[src/rtl/riscv_pkg.sv]
`default_nettype none
// ============================================================================
// Module      : riscv_pkg
// Description : Shared RISC-V decode definitions (opcodes, immediate formats,
//               control bundle) for the decode/operand-fetch slice.
// Revision    : 1.0
// ============================================================================
package riscv_pkg;

    localparam int XLEN   = 32;
    localparam int REG_AW = 5;

    localparam logic [6:0] OP_LOAD   = 7'b000_0011;
    localparam logic [6:0] OP_STORE  = 7'b010_0011;
    localparam logic [6:0] OP_BRANCH = 7'b110_0011;
    localparam logic [6:0] OP_JAL    = 7'b110_1111;
    localparam logic [6:0] OP_JALR   = 7'b110_0111;
    localparam logic [6:0] OP_OPIMM  = 7'b001_0011;
    localparam logic [6:0] OP_OP     = 7'b011_0011;
    localparam logic [6:0] OP_LUI    = 7'b011_0111;
    localparam logic [6:0] OP_AUIPC  = 7'b001_0111;

    typedef enum logic [2:0] {
        IMM_NONE = 3'd0,
        IMM_I    = 3'd1,
        IMM_S    = 3'd2,
        IMM_B    = 3'd3,
        IMM_U    = 3'd4,
        IMM_J    = 3'd5
    } imm_type_e;

    typedef struct packed {
        logic regwrite;
        logic memread;
        logic memwrite;
        logic branch;
        logic jump;
    } ctrl_t;

    function automatic imm_type_e imm_type_of(input logic [6:0] opcode);
        case (opcode)
            OP_LOAD, OP_OPIMM, OP_JALR: imm_type_of = IMM_I;
            OP_STORE:                   imm_type_of = IMM_S;
            OP_BRANCH:                  imm_type_of = IMM_B;
            OP_LUI, OP_AUIPC:           imm_type_of = IMM_U;
            OP_JAL:                     imm_type_of = IMM_J;
            default:                    imm_type_of = IMM_NONE;
        endcase
    endfunction

    // Unknown opcodes fall through with every control bit low (NOP).
    function automatic ctrl_t ctrl_of(input logic [6:0] opcode);
        ctrl_of = '0;
        case (opcode)
            OP_LOAD: begin
                ctrl_of.regwrite = 1'b1;
                ctrl_of.memread  = 1'b1;
            end
            OP_STORE:  ctrl_of.memwrite = 1'b1;
            OP_BRANCH: ctrl_of.branch   = 1'b1;
            OP_JAL, OP_JALR: begin
                ctrl_of.regwrite = 1'b1;
                ctrl_of.jump     = 1'b1;
            end
            OP_OPIMM, OP_OP, OP_LUI, OP_AUIPC: ctrl_of.regwrite = 1'b1;
            default: ctrl_of = '0;
        endcase
    endfunction

endpackage
`default_nettype wire

[src/rtl/imm_gen.sv]
`default_nettype none
// ============================================================================
// Module      : imm_gen
// Description : Combinational RISC-V immediate generator (I/S/B/U/J formats,
//               sign-extended from instruction bit 31).
// Revision    : 1.0
// ============================================================================
module imm_gen #(
    parameter int XLEN = 32
) (
    input  logic [31:0]     instr,
    output logic [XLEN-1:0] imm
);
    import riscv_pkg::*;

    imm_type_e w_type;

    assign w_type = imm_type_of(instr[6:0]);

    always_comb begin
        imm = '0;
        case (w_type)
            IMM_I:   imm = XLEN'($signed(instr[31:20]));
            IMM_S:   imm = XLEN'($signed({instr[31:25], instr[11:7]}));
            IMM_B:   imm = XLEN'($signed({instr[31], instr[7], instr[30:25], instr[11:8], 1'b0}));
            IMM_U:   imm = XLEN'($signed({instr[31:12], 12'b0}));
            IMM_J:   imm = XLEN'($signed({instr[31], instr[19:12], instr[20], instr[30:21], 1'b0}));
            default: imm = '0;
        endcase
    end

endmodule
`default_nettype wire

[src/rtl/decode_operand_stage.sv]
`default_nettype none
// ============================================================================
// Module      : decode_operand_stage
// Description : Decode / operand-fetch stage with writeback bypass, load-use
//               bubble and a valid/ready ID/EX register with flush.
//               Optional macro DECODE_BRANCH_TARGET_EN adds the pc+imm
//               branch-target adder.
// Revision    : 1.0
// ============================================================================
module decode_operand_stage #(
    parameter int XLEN   = 32,
    parameter int REG_AW = 5
) (
    input  logic              clock,
    input  logic              reset,
    input  logic              if_valid,
    input  logic [XLEN-1:0]   if_instr,
    input  logic [XLEN-1:0]   if_pc,
    output logic              id_ready,
    input  logic              flush,
    output logic [REG_AW-1:0] rf_read_reg_num1,
    output logic [REG_AW-1:0] rf_read_reg_num2,
    input  logic [XLEN-1:0]   rf_read_data1,
    input  logic [XLEN-1:0]   rf_read_data2,
    input  logic              wb_regwrite,
    input  logic [REG_AW-1:0] wb_write_reg,
    input  logic [XLEN-1:0]   wb_write_data,
    input  logic              ex_ready,
    output logic              ex_valid,
    output logic [XLEN-1:0]   ex_pc,
    output logic [XLEN-1:0]   ex_rs1_val,
    output logic [XLEN-1:0]   ex_rs2_val,
    output logic [XLEN-1:0]   ex_imm,
    output logic [REG_AW-1:0] ex_rd,
    output logic [REG_AW-1:0] ex_rs1,
    output logic [REG_AW-1:0] ex_rs2,
    output logic [6:0]        ex_opcode,
    output logic [2:0]        ex_funct3,
    output logic              ex_funct7b5,
    output logic              ex_regwrite,
    output logic              ex_memread,
    output logic              ex_memwrite,
    output logic              ex_branch,
    output logic              ex_jump,
    output logic [XLEN-1:0]   ex_branch_target
);
    import riscv_pkg::*;

    logic [6:0]        w_opcode;
    logic [REG_AW-1:0] w_rs1;
    logic [REG_AW-1:0] w_rs2;
    logic [REG_AW-1:0] w_rd;
    logic [XLEN-1:0]   w_imm;
    logic [XLEN-1:0]   w_rs1_val;
    logic [XLEN-1:0]   w_rs2_val;
    ctrl_t             w_ctrl;
    logic              w_use_rs1;
    logic              w_use_rs2;
    logic              w_hazard;
    logic              w_stall;

    logic              r_valid;
    logic [XLEN-1:0]   r_pc;
    logic [XLEN-1:0]   r_rs1_val;
    logic [XLEN-1:0]   r_rs2_val;
    logic [XLEN-1:0]   r_imm;
    logic [REG_AW-1:0] r_rd;
    logic [REG_AW-1:0] r_rs1;
    logic [REG_AW-1:0] r_rs2;
    logic [6:0]        r_opcode;
    logic [2:0]        r_funct3;
    logic              r_funct7b5;
    ctrl_t             r_ctrl;

    assign w_opcode = if_instr[6:0];
    assign w_rd     = if_instr[11:7];
    assign w_rs1    = if_instr[19:15];
    assign w_rs2    = if_instr[24:20];
    assign w_ctrl   = ctrl_of(w_opcode);

    assign rf_read_reg_num1 = w_rs1;
    assign rf_read_reg_num2 = w_rs2;

    imm_gen #(
        .XLEN (XLEN)
    ) u_imm_gen (
        .instr (if_instr[31:0]),
        .imm   (w_imm)
    );

    // Same-cycle writeback wins over the register file so a write is never missed.
    always_comb begin
        w_rs1_val = rf_read_data1;
        if (w_rs1 == '0)
            w_rs1_val = '0;
        else if (wb_regwrite && (wb_write_reg == w_rs1))
            w_rs1_val = wb_write_data;
    end

    always_comb begin
        w_rs2_val = rf_read_data2;
        if (w_rs2 == '0)
            w_rs2_val = '0;
        else if (wb_regwrite && (wb_write_reg == w_rs2))
            w_rs2_val = wb_write_data;
    end

    assign w_use_rs1 = !((w_opcode == OP_LUI) || (w_opcode == OP_AUIPC) || (w_opcode == OP_JAL));
    assign w_use_rs2 = (w_opcode == OP_OP) || (w_opcode == OP_STORE) || (w_opcode == OP_BRANCH);

    assign w_hazard = r_valid && r_ctrl.memread && (r_rd != '0) &&
                      ((w_use_rs1 && (r_rd == w_rs1)) || (w_use_rs2 && (r_rd == w_rs2)));
    assign w_stall  = r_valid && !ex_ready;
    assign id_ready = !flush && (!r_valid || ex_ready) && !(if_valid && w_hazard);

    always_ff @(posedge clock) begin
        if (reset) begin
            r_valid    <= 1'b0;
            r_pc       <= '0;
            r_rs1_val  <= '0;
            r_rs2_val  <= '0;
            r_imm      <= '0;
            r_rd       <= '0;
            r_rs1      <= '0;
            r_rs2      <= '0;
            r_opcode   <= '0;
            r_funct3   <= '0;
            r_funct7b5 <= 1'b0;
            r_ctrl     <= '0;
        end else if (flush) begin
            r_valid <= 1'b0;
        end else if (w_stall) begin
            r_valid <= r_valid;
        end else if (if_valid && w_hazard) begin
            r_valid <= 1'b0;
        end else if (if_valid) begin
            r_valid    <= 1'b1;
            r_pc       <= if_pc;
            r_rs1_val  <= w_rs1_val;
            r_rs2_val  <= w_rs2_val;
            r_imm      <= w_imm;
            r_rd       <= w_rd;
            r_rs1      <= w_rs1;
            r_rs2      <= w_rs2;
            r_opcode   <= w_opcode;
            r_funct3   <= if_instr[14:12];
            r_funct7b5 <= if_instr[30];
            r_ctrl     <= w_ctrl;
        end else begin
            r_valid <= 1'b0;
        end
    end

`ifdef DECODE_BRANCH_TARGET_EN
    logic [XLEN-1:0] w_branch_target;
    logic [XLEN-1:0] r_branch_target;

    assign w_branch_target = (w_ctrl.branch || (w_opcode == OP_JAL)) ? (if_pc + w_imm) : '0;

    always_ff @(posedge clock) begin
        if (reset)
            r_branch_target <= '0;
        else if (if_valid && id_ready)
            r_branch_target <= w_branch_target;
    end

    assign ex_branch_target = r_branch_target;
`else
    assign ex_branch_target = '0;
`endif

    assign ex_valid    = r_valid;
    assign ex_pc       = r_pc;
    assign ex_rs1_val  = r_rs1_val;
    assign ex_rs2_val  = r_rs2_val;
    assign ex_imm      = r_imm;
    assign ex_rd       = r_rd;
    assign ex_rs1      = r_rs1;
    assign ex_rs2      = r_rs2;
    assign ex_opcode   = r_opcode;
    assign ex_funct3   = r_funct3;
    assign ex_funct7b5 = r_funct7b5;
    assign ex_regwrite = r_ctrl.regwrite;
    assign ex_memread  = r_ctrl.memread;
    assign ex_memwrite = r_ctrl.memwrite;
    assign ex_branch   = r_ctrl.branch;
    assign ex_jump     = r_ctrl.jump;

endmodule
`default_nettype wire

[config.mk]
export PLATFORM = sky130hd
export DESIGN_NAME = decode_operand_stage
export DESIGN_NICKNAME = d
export VERILOG_FILES = /design/src/rtl/riscv_pkg.sv /design/src/rtl/imm_gen.sv /design/src/rtl/decode_operand_stage.sv
export SDC_FILE = /design/constraint.sdc
export NUM_CORES = 1
export LEC_CHECK = 0
export ABC_AREA = 1
export BUFFER_PORTS_ARGS = -buffer_cell sky130_fd_sc_hd__buf_2
export CORE_ASPECT_RATIO = 1.1
export CORE_MARGIN = 2
export CORE_UTILIZATION = 40
export DETAILED_ROUTE_END_ITERATION = 10
export PLACE_DENSITY = 0.75
export SYNTH_ARGS = -nofsm -noshare
export SYNTH_HDL_FRONTEND = slang
export SYNTH_SLANG_ARGS = --single-unit
[constraint.sdc]
create_clock -name clock -period 1.5 [get_ports clock]
set_clock_uncertainty 0.05 [all_clocks]
set_input_delay 0.15 -clock clock [delete_from_list [all_inputs] [get_ports clock]]
set_output_delay 0.15 -clock clock [all_outputs]
set_load 0.005 [all_outputs]
* Word-level counts from Yosys, hierarchy flattened *
Cells that the tools add are included.

word-level totals
  flip-flop bits (word level) = 160
  input port bits = 171
  output and inout bits = 203
  logic and storage cells = 81

operators by class
  eq/ne operators = 18
  multiplexer cells = 13
  bitwise gates (word level) = 3
  reductions and logical operators = 31

operators with widths
  operator              count
  $pmux W32 S5          1
  $mux W32              4
  $eq A7 B6 Y1 const B  3
  $eq A7 B7 Y1 const B  3
  $eq A5 B5 Y1          4
  $pmux W3 S5           1
  $eq A7 B5 Y1 const B  2
  $logic_and A1 B1 Y1   11
  $logic_not A5 Y1      2
  $eq A7 B2 Y1 const B  1
  $mux W1               7
  $reduce_or A7 Y1      1
  $eq A3 B2 Y1 const B  2
  $eq A3 B3 Y1 const B  2
  $logic_or A1 B1 Y1    6
  $reduce_or A2 Y1      3
  $logic_not A1 Y1      5
  $reduce_bool A5 Y1    1
  $reduce_and A4 Y1     1
  $eq A3 B1 Y1 const B  1
  $not A1 Y1            3
  $reduce_or A3 Y1      1

* Longest topological paths before layout *
  depth in word-level cells = 10
  gate-level depth with buffers = 15
  depth with buffers taken out = 13

* By module *
From an unflattened synthesis, not the netlist that was laid out.

unflattened totals
  cell total of the unflattened synthesis = 1,716
  area total of the unflattened synthesis = 9,830.7 µm²

modules (own cells, without submodules)
  module                times used  cells each  area each (µm²)  seq. area each (µm²)
  decode_operand_stage  1           1,554       9,091.2          3,203.1
  imm_gen               1           162         739.5            0.0

* Worst setup path after synthesis *
No wires, ideal clock.

  kind = flip-flop to flip-flop
  start = reg r_rd[4], in the netlist ex_rd[4]
  end = reg r_rs2_val[0], in the netlist ex_rs2_val[0]
  library setup time = 0.113 ns
  data arrival time = 1.470 ns
  required time = 1.337 ns
  slack = -0.132 ns
  cell stages (with the launch flop) = 13
  path buffers = 3
  clock period less this slack = 1.632 ns
  path through = dfxtp_1 inv_1 o21ai_0 nor2_1 nand3_1 nand2_1 nand2_2 nand3_1 buf_4 buf_6 buf_4 nor2_1 nor2_1

between the ends
  longest elaborated chain between the ends = 7
  elaborated cells on any way between the ends = 11
  classes of those cells = eq/ne (2); bitwise (1); reduce/logical (8)

RTL lines
  item                             line                         text
  start, declared                  decode_operand_stage.sv:67   logic [REG_AW-1:0] r_rd;
  start signal, assigned           decode_operand_stage.sv:142  r_rd <= w_rd;
  $eq A5 B5 Y1                     decode_operand_stage.sv:112  ((w_use_rs1 && (r_rd == w_rs1)) || (w_use_rs2 && (r_rd == w_rs2)));
  $logic_and A1 B1 Y1              decode_operand_stage.sv:112
  $logic_or A1 B1 Y1               decode_operand_stage.sv:112
  $logic_and A1 B1 Y1 (*)          decode_operand_stage.sv:111  assign w_hazard = r_valid && r_ctrl.memread && (r_rd != '0) &&
  $logic_and A1 B1 Y1 (*)          decode_operand_stage.sv:134  end else if (if_valid && w_hazard) begin
  $not A1 Y1 (no line) (*)         -
  $reduce_and A4 Y1 (no line) (*)  -
  end signal, assigned             decode_operand_stage.sv:140  r_rs2_val <= w_rs2_val;
  end, declared                    decode_operand_stage.sv:65   logic [XLEN-1:0] r_rs2_val;

Mark *: on every way between the ends. The rest lies on a longest branch, timed or not.
A chain may end at the register's enable or synchronous reset.

* Worst setup path in the final report *
  start = reg r_rd[4], in the netlist ex_rd[4]
  end = out id_ready

between the ends
  longest elaborated chain between the ends = 7
  elaborated cells on any way between the ends = 11
  classes of those cells = eq/ne (2); reduce/logical (9)

RTL lines
  item                     line                         text
  $eq A5 B5 Y1             decode_operand_stage.sv:112
  $logic_and A1 B1 Y1      decode_operand_stage.sv:112
  $logic_or A1 B1 Y1       decode_operand_stage.sv:112
  $logic_and A1 B1 Y1 (*)  decode_operand_stage.sv:111
  $logic_and A1 B1 Y1 (*)  decode_operand_stage.sv:114  assign id_ready = !flush && (!r_valid || ex_ready) && !(if_valid && w_hazard);
  $logic_not A1 Y1 (*)     decode_operand_stage.sv:114
  $logic_and A1 B1 Y1 (*)  decode_operand_stage.sv:114
  end, declared            decode_operand_stage.sv:19   output logic id_ready,

Marked as above.

==> impl_metrics.prom <==
# TYPE chip_impl_metric gauge
chip_impl_metric{name="synth.cell_area",unit="um2"} 9380
chip_impl_metric{name="placed_cell_area",unit="um2"} 11900
chip_impl_metric{name="drc",unit=""} 0
chip_impl_metric{name="path_depth_of_the_worst_reg2reg_path",unit=""} 11
chip_impl_metric{name="drt-wirelength-per-cell",unit="um"} 19.8
chip_impl_metric{name="gr-total-overflow",unit=""} 0
chip_impl_info{name="timing.rr.start",value="ex_rd[4]"} 1
chip_impl_info{name="crit_path_end",value="id_ready"} 1
chip_impl_metric{name="syn_inst",unit=""} 1518
chip_impl_metric{name="fp.dieW",unit="um"} 150
chip_impl_metric{name="power.density_cell_area",unit="nW/um2"} 856
chip_impl_metric{name="path_clk_slew",unit="ns"} 0.07
chip_impl_info{name="critical_path.reg2reg.endpoint",value="ex_pc[21]"} 1
chip_impl_metric{name="cts_max_level",unit=""} 4
chip_impl_metric{name="grt_first_pass_wirelength",unit="mm"} 61.2
chip_impl_metric{name="placement_row_count",unit=""} 58
chip_impl_metric{name="synth.yosys.warnings",unit=""} 0
chip_impl_metric{name="worst_ep_required_time",unit="ns"} 1.30
chip_impl_metric{name="cp_num_cells",unit=""} 9
chip_impl_info{name="post_synth_main_area_contributors",value="sky130_fd_sc_hd__dfxtp_1 34%, sky130_fd_sc_hd__nand2_1 16%, sky130_fd_sc_hd__nand4_1 14%"} 1
chip_impl_metric{name="critical_path_arrival",unit="ns"} 1.72
chip_impl_info{name="cts_tree",value="done"} 1
chip_impl_metric{name="asyncSetResetFlopFracSynth",unit="%"} 0
chip_impl_metric{name="place.port_buffers",unit=""} 341
chip_impl_metric{name="areaGrowthSynthToFinish",unit="%"} 54.9
chip_impl_info{name="failed_checks",value="negative setup slack"} 1
chip_impl_info{name="crit_path_frequent_cell",value="sky130_fd_sc_hd__buf_4"} 1
chip_impl_info{name="synth_flop_type",value="sky130_fd_sc_hd__dfxtp_1"} 1
chip_impl_metric{name="ioPinCount",unit=""} 374
chip_impl_metric{name="path_buf_inv",unit=""} 6
chip_impl_metric{name="fmax",unit="MHz"} 522
chip_impl_metric{name="core_region_area",unit="um2"} 22900
chip_impl_metric{name="final_max_slew_viol_count",unit=""} 0
chip_impl_metric{name="final_min_period_over_clock_period",unit="%"} 128
chip_impl_info{name="cell_family_contributing_the_most_delay_on_the_critical_path",value="buffers and inverters"} 1
chip_impl_info{name="root_buffer",value="sky130_fd_sc_hd__clkbuf_16"} 1
chip_impl_metric{name="setup_viol",unit=""} 161
chip_impl_metric{name="cap_violations",unit=""} 0
chip_impl_metric{name="cellLeakagePower",unit="uW"} 0.00787
chip_impl_metric{name="slowest_delay",unit="ns"} 0.33
chip_impl_metric{name="tritoncts.num_buffers",unit=""} 17
chip_impl_metric{name="viasPerCell",unit=""} 5.41
chip_impl_metric{name="worst-slew-pin-transition",unit="ns"} 0.508
chip_impl_info{name="crit_type",value="reg -> out"} 1
chip_impl_info{name="holdCritStartpoint",value="ex_ready"} 1
chip_impl_metric{name="die-area",unit="um2"} 24700
chip_impl_metric{name="synth_edf_count",unit=""} 0
chip_impl_metric{name="r2r_setup_slack",unit="ns"} -0.41
chip_impl_metric{name="initial_utilization",unit="%"} 40.9
chip_impl_metric{name="groute.usage.overall",unit="%"} 32.4
chip_impl_metric{name="routed-via-count",unit=""} 12200
chip_impl_metric{name="hold_viol_final",unit=""} 0
chip_impl_metric{name="syn_area_per_cell",unit="um2"} 6.18
chip_impl_metric{name="routabilityCongestion",unit=""} 0.949
chip_impl_info{name="grt_setup_unrepaired",value="true"} 1
chip_impl_metric{name="first_global_vias",unit=""} 11100
chip_impl_info{name="setup.worst_path.start",value="ex_rd[4]"} 1
chip_impl_metric{name="final_cell_area",unit="um2"} 14500
chip_impl_metric{name="synth_seq_area_share",unit="%"} 34.1
chip_impl_info{name="worstSetupStartpointType",value="register"} 1
chip_impl_metric{name="synth_seq_cells",unit=""} 160
chip_impl_info{name="status",value="complete, but fails checks"} 1
chip_impl_info{name="cpMaxStageDelayCell",value="sky130_fd_sc_hd__dfxtp_2"} 1
chip_impl_metric{name="worst_ir_drop_vdd",unit="V"} 0.000730
chip_impl_metric{name="die-height",unit="um"} 165
chip_impl_info{name="hold_class",value="in -> reg"} 1
chip_impl_metric{name="cts-root-to-sink-buffers",unit=""} 2
chip_impl_metric{name="largest_net_degree_at_the_start_of_global_routing",unit=""} 83
chip_impl_metric{name="netlist-cell-type-count",unit=""} 21
chip_impl_metric{name="drt_pass1_iterations",unit=""} 7
chip_impl_metric{name="final_period_minus_worst_setup_slack",unit="ns"} 1.92
chip_impl_info{name="path_cells",value="buf_4, buf_4, o211ai_1, inv_1, buf_4, nand3_2, nand2_1, inv_1, buf_2"} 1
chip_impl_info{name="post_synth_most_frequent_cells",value="396 x sky130_fd_sc_hd__nand2_1, 248 x sky130_fd_sc_hd__inv_1, 216 x sky130_fd_sc_hd__nand4_1, 160 x sky130_fd_sc_hd__dfxtp_1, 110 x sky130_fd_sc_hd__nor2_1"} 1
chip_impl_metric{name="nets",unit=""} 2115
chip_impl_metric{name="total_power",unit="uW"} 12400
chip_impl_metric{name="antenna_found_initial",unit=""} 4
chip_impl_metric{name="antenna_violation_net_count_after_detailed_routing",unit=""} 0
chip_impl_info{name="synth_top_cell_by_area",value="sky130_fd_sc_hd__dfxtp_1"} 1
chip_impl_info{name="yosys.cell_count.top_type",value="sky130_fd_sc_hd__nand2_1"} 1
chip_impl_metric{name="clk-insertion-delay-late",unit="ns"} 0.43
chip_impl_metric{name="hold_ws",unit="ns"} 0.0169
chip_impl_metric{name="fin_ws",unit="ns"} -0.416
chip_impl_metric{name="worst_case_headroom_to_the_max_slew_limit",unit="%"} 66.1
chip_impl_metric{name="clock-sinks",unit=""} 160
chip_impl_metric{name="place_hpwl",unit="mm"} 26.6
chip_impl_metric{name="yosys.area.top_type_share",unit="%"} 34.1
chip_impl_info{name="timing.critical_path.to_type",value="output pin"} 1
chip_impl_metric{name="critPathMaxFanout",unit=""} 3
chip_impl_metric{name="drive_gt1_share",unit="%"} 35.1
chip_impl_metric{name="drt_iter0_markers",unit=""} 1127
chip_impl_metric{name="totalWireLength",unit="mm"} 44.7
-- where the power goes --
part	total (uW)	leakage, uW	internal [uW]	switching, uW
clock network	5120	0.000328	3040	2080
logic	2720	0.00623	1180	1540
registers	4600	0.00131	4460	141
-- per-stage QoR --
step	cells	TNS [ns]	utilization [%]	setup WS [ns]
floorplan	1549	-1.97	-	-0.0255
detailed placement	2138	-70.65	51.9	-0.619
CTS	2244	-44.18	60.3	-0.335
global placement	2138	-67.81	51.9	-0.605
finish	2262	-48.78	63.4	-0.416
global route	2257	-65.14	63.3	-0.500
-- worst min path at each step --
stage	endpoint	slack, ns	depth (start not counted)
2_1_floorplan	ex_valid	0.18	1
3_3_place_gp	ex_valid	0.32	2
3_5_place_dp	ex_valid	0.33	2
4_1_cts	ex_valid	-0.02	4
5_1_grt	ex_valid	-0.004	4
6_report	ex_valid	0.02	4
-- sequential cells by signal, indices dropped and copies added, names as in the netlist --
register     flops
ex_branch        1
ex_opcode        7
ex_jump          1
ex_regwrite      1
ex_funct3        3
ex_memwrite      1
ex_valid         1
ex_rs1           5
ex_funct7b5      1
ex_rs1_val      32
ex_rs2_val      32
ex_memread       1
ex_imm          32
ex_pc           32
ex_rd            5
ex_rs2           5
-- worst reg2reg max path, cell delays in order, from the launching register on --
cell,delay [ns]
sky130_fd_sc_hd__dfxtp_2,0.33
sky130_fd_sc_hd__buf_4,0.14
sky130_fd_sc_hd__xnor2_2,0.17
sky130_fd_sc_hd__nand4_1,0.15
sky130_fd_sc_hd__nand2_2,0.13
sky130_fd_sc_hd__nand2_4,0.08
sky130_fd_sc_hd__nand3_4,0.12
sky130_fd_sc_hd__buf_12,0.18
sky130_fd_sc_hd__buf_12,0.14
sky130_fd_sc_hd__buf_16,0.14
sky130_fd_sc_hd__nand2_2,0.07
sky130_fd_sc_hd__a21oi_2,0.14
-- metal layers --
metal | GRT usage [%] | vias to the layer above | share of wire [%]
li1 | - | 5658 | -
met1 | 35.5 | 5435 | 34
met2 | 56.2 | 895 | 47
met3 | 7.85 | 244 | 11
met4 | 20.5 | 2 | 8.0
met5 | 0 | - | 0.029
-- cell usage in the layout, fill, tap and decap left out, drive strengths merged, types with 30 or more instances in the layout --
cell type and n:
a21oi 97, nor2 110, clkbuf 30, inv 269
dfxtp 160, nand2 397, nand3 96, nand4 216
dlygate4sd3 43, buf 483, conb 32
-- area by class of cell --
class                      count  area (um2)
inverter                     260         978
antenna                        5        12.5
tap                          300         375
clock inverter                14         239
fill                        1970        8400
timing repair buffer         538        4250
sequential                   160        3220
multi-input combinational    967        5040
clock buffer                  18         429
-- kinds of logic after synthesis --
kind of cell | after synthesis | share of synthesized area, %
other | 1 | 0.0400
AO/OA/AOI/OAI | 112 | 6.00
buffers and inverters | 422 | 19.7
flip-flops | 160 | 34.1
XOR/XNOR | 1 | 0.0934
AND/OR/NAND/NOR | 822 | 40.0
-- what timing repair did --
action	CTS	global route
endpoints found under the hold margin	42	2
setup buffers	14	8
gates resized for setup	60	147
gates cloned	18	12
endpoints found under the setup margin	161	161
pin swaps	8	46
hold buffers	42	1
Note: power is estimated with default switching activity, not from simulation.
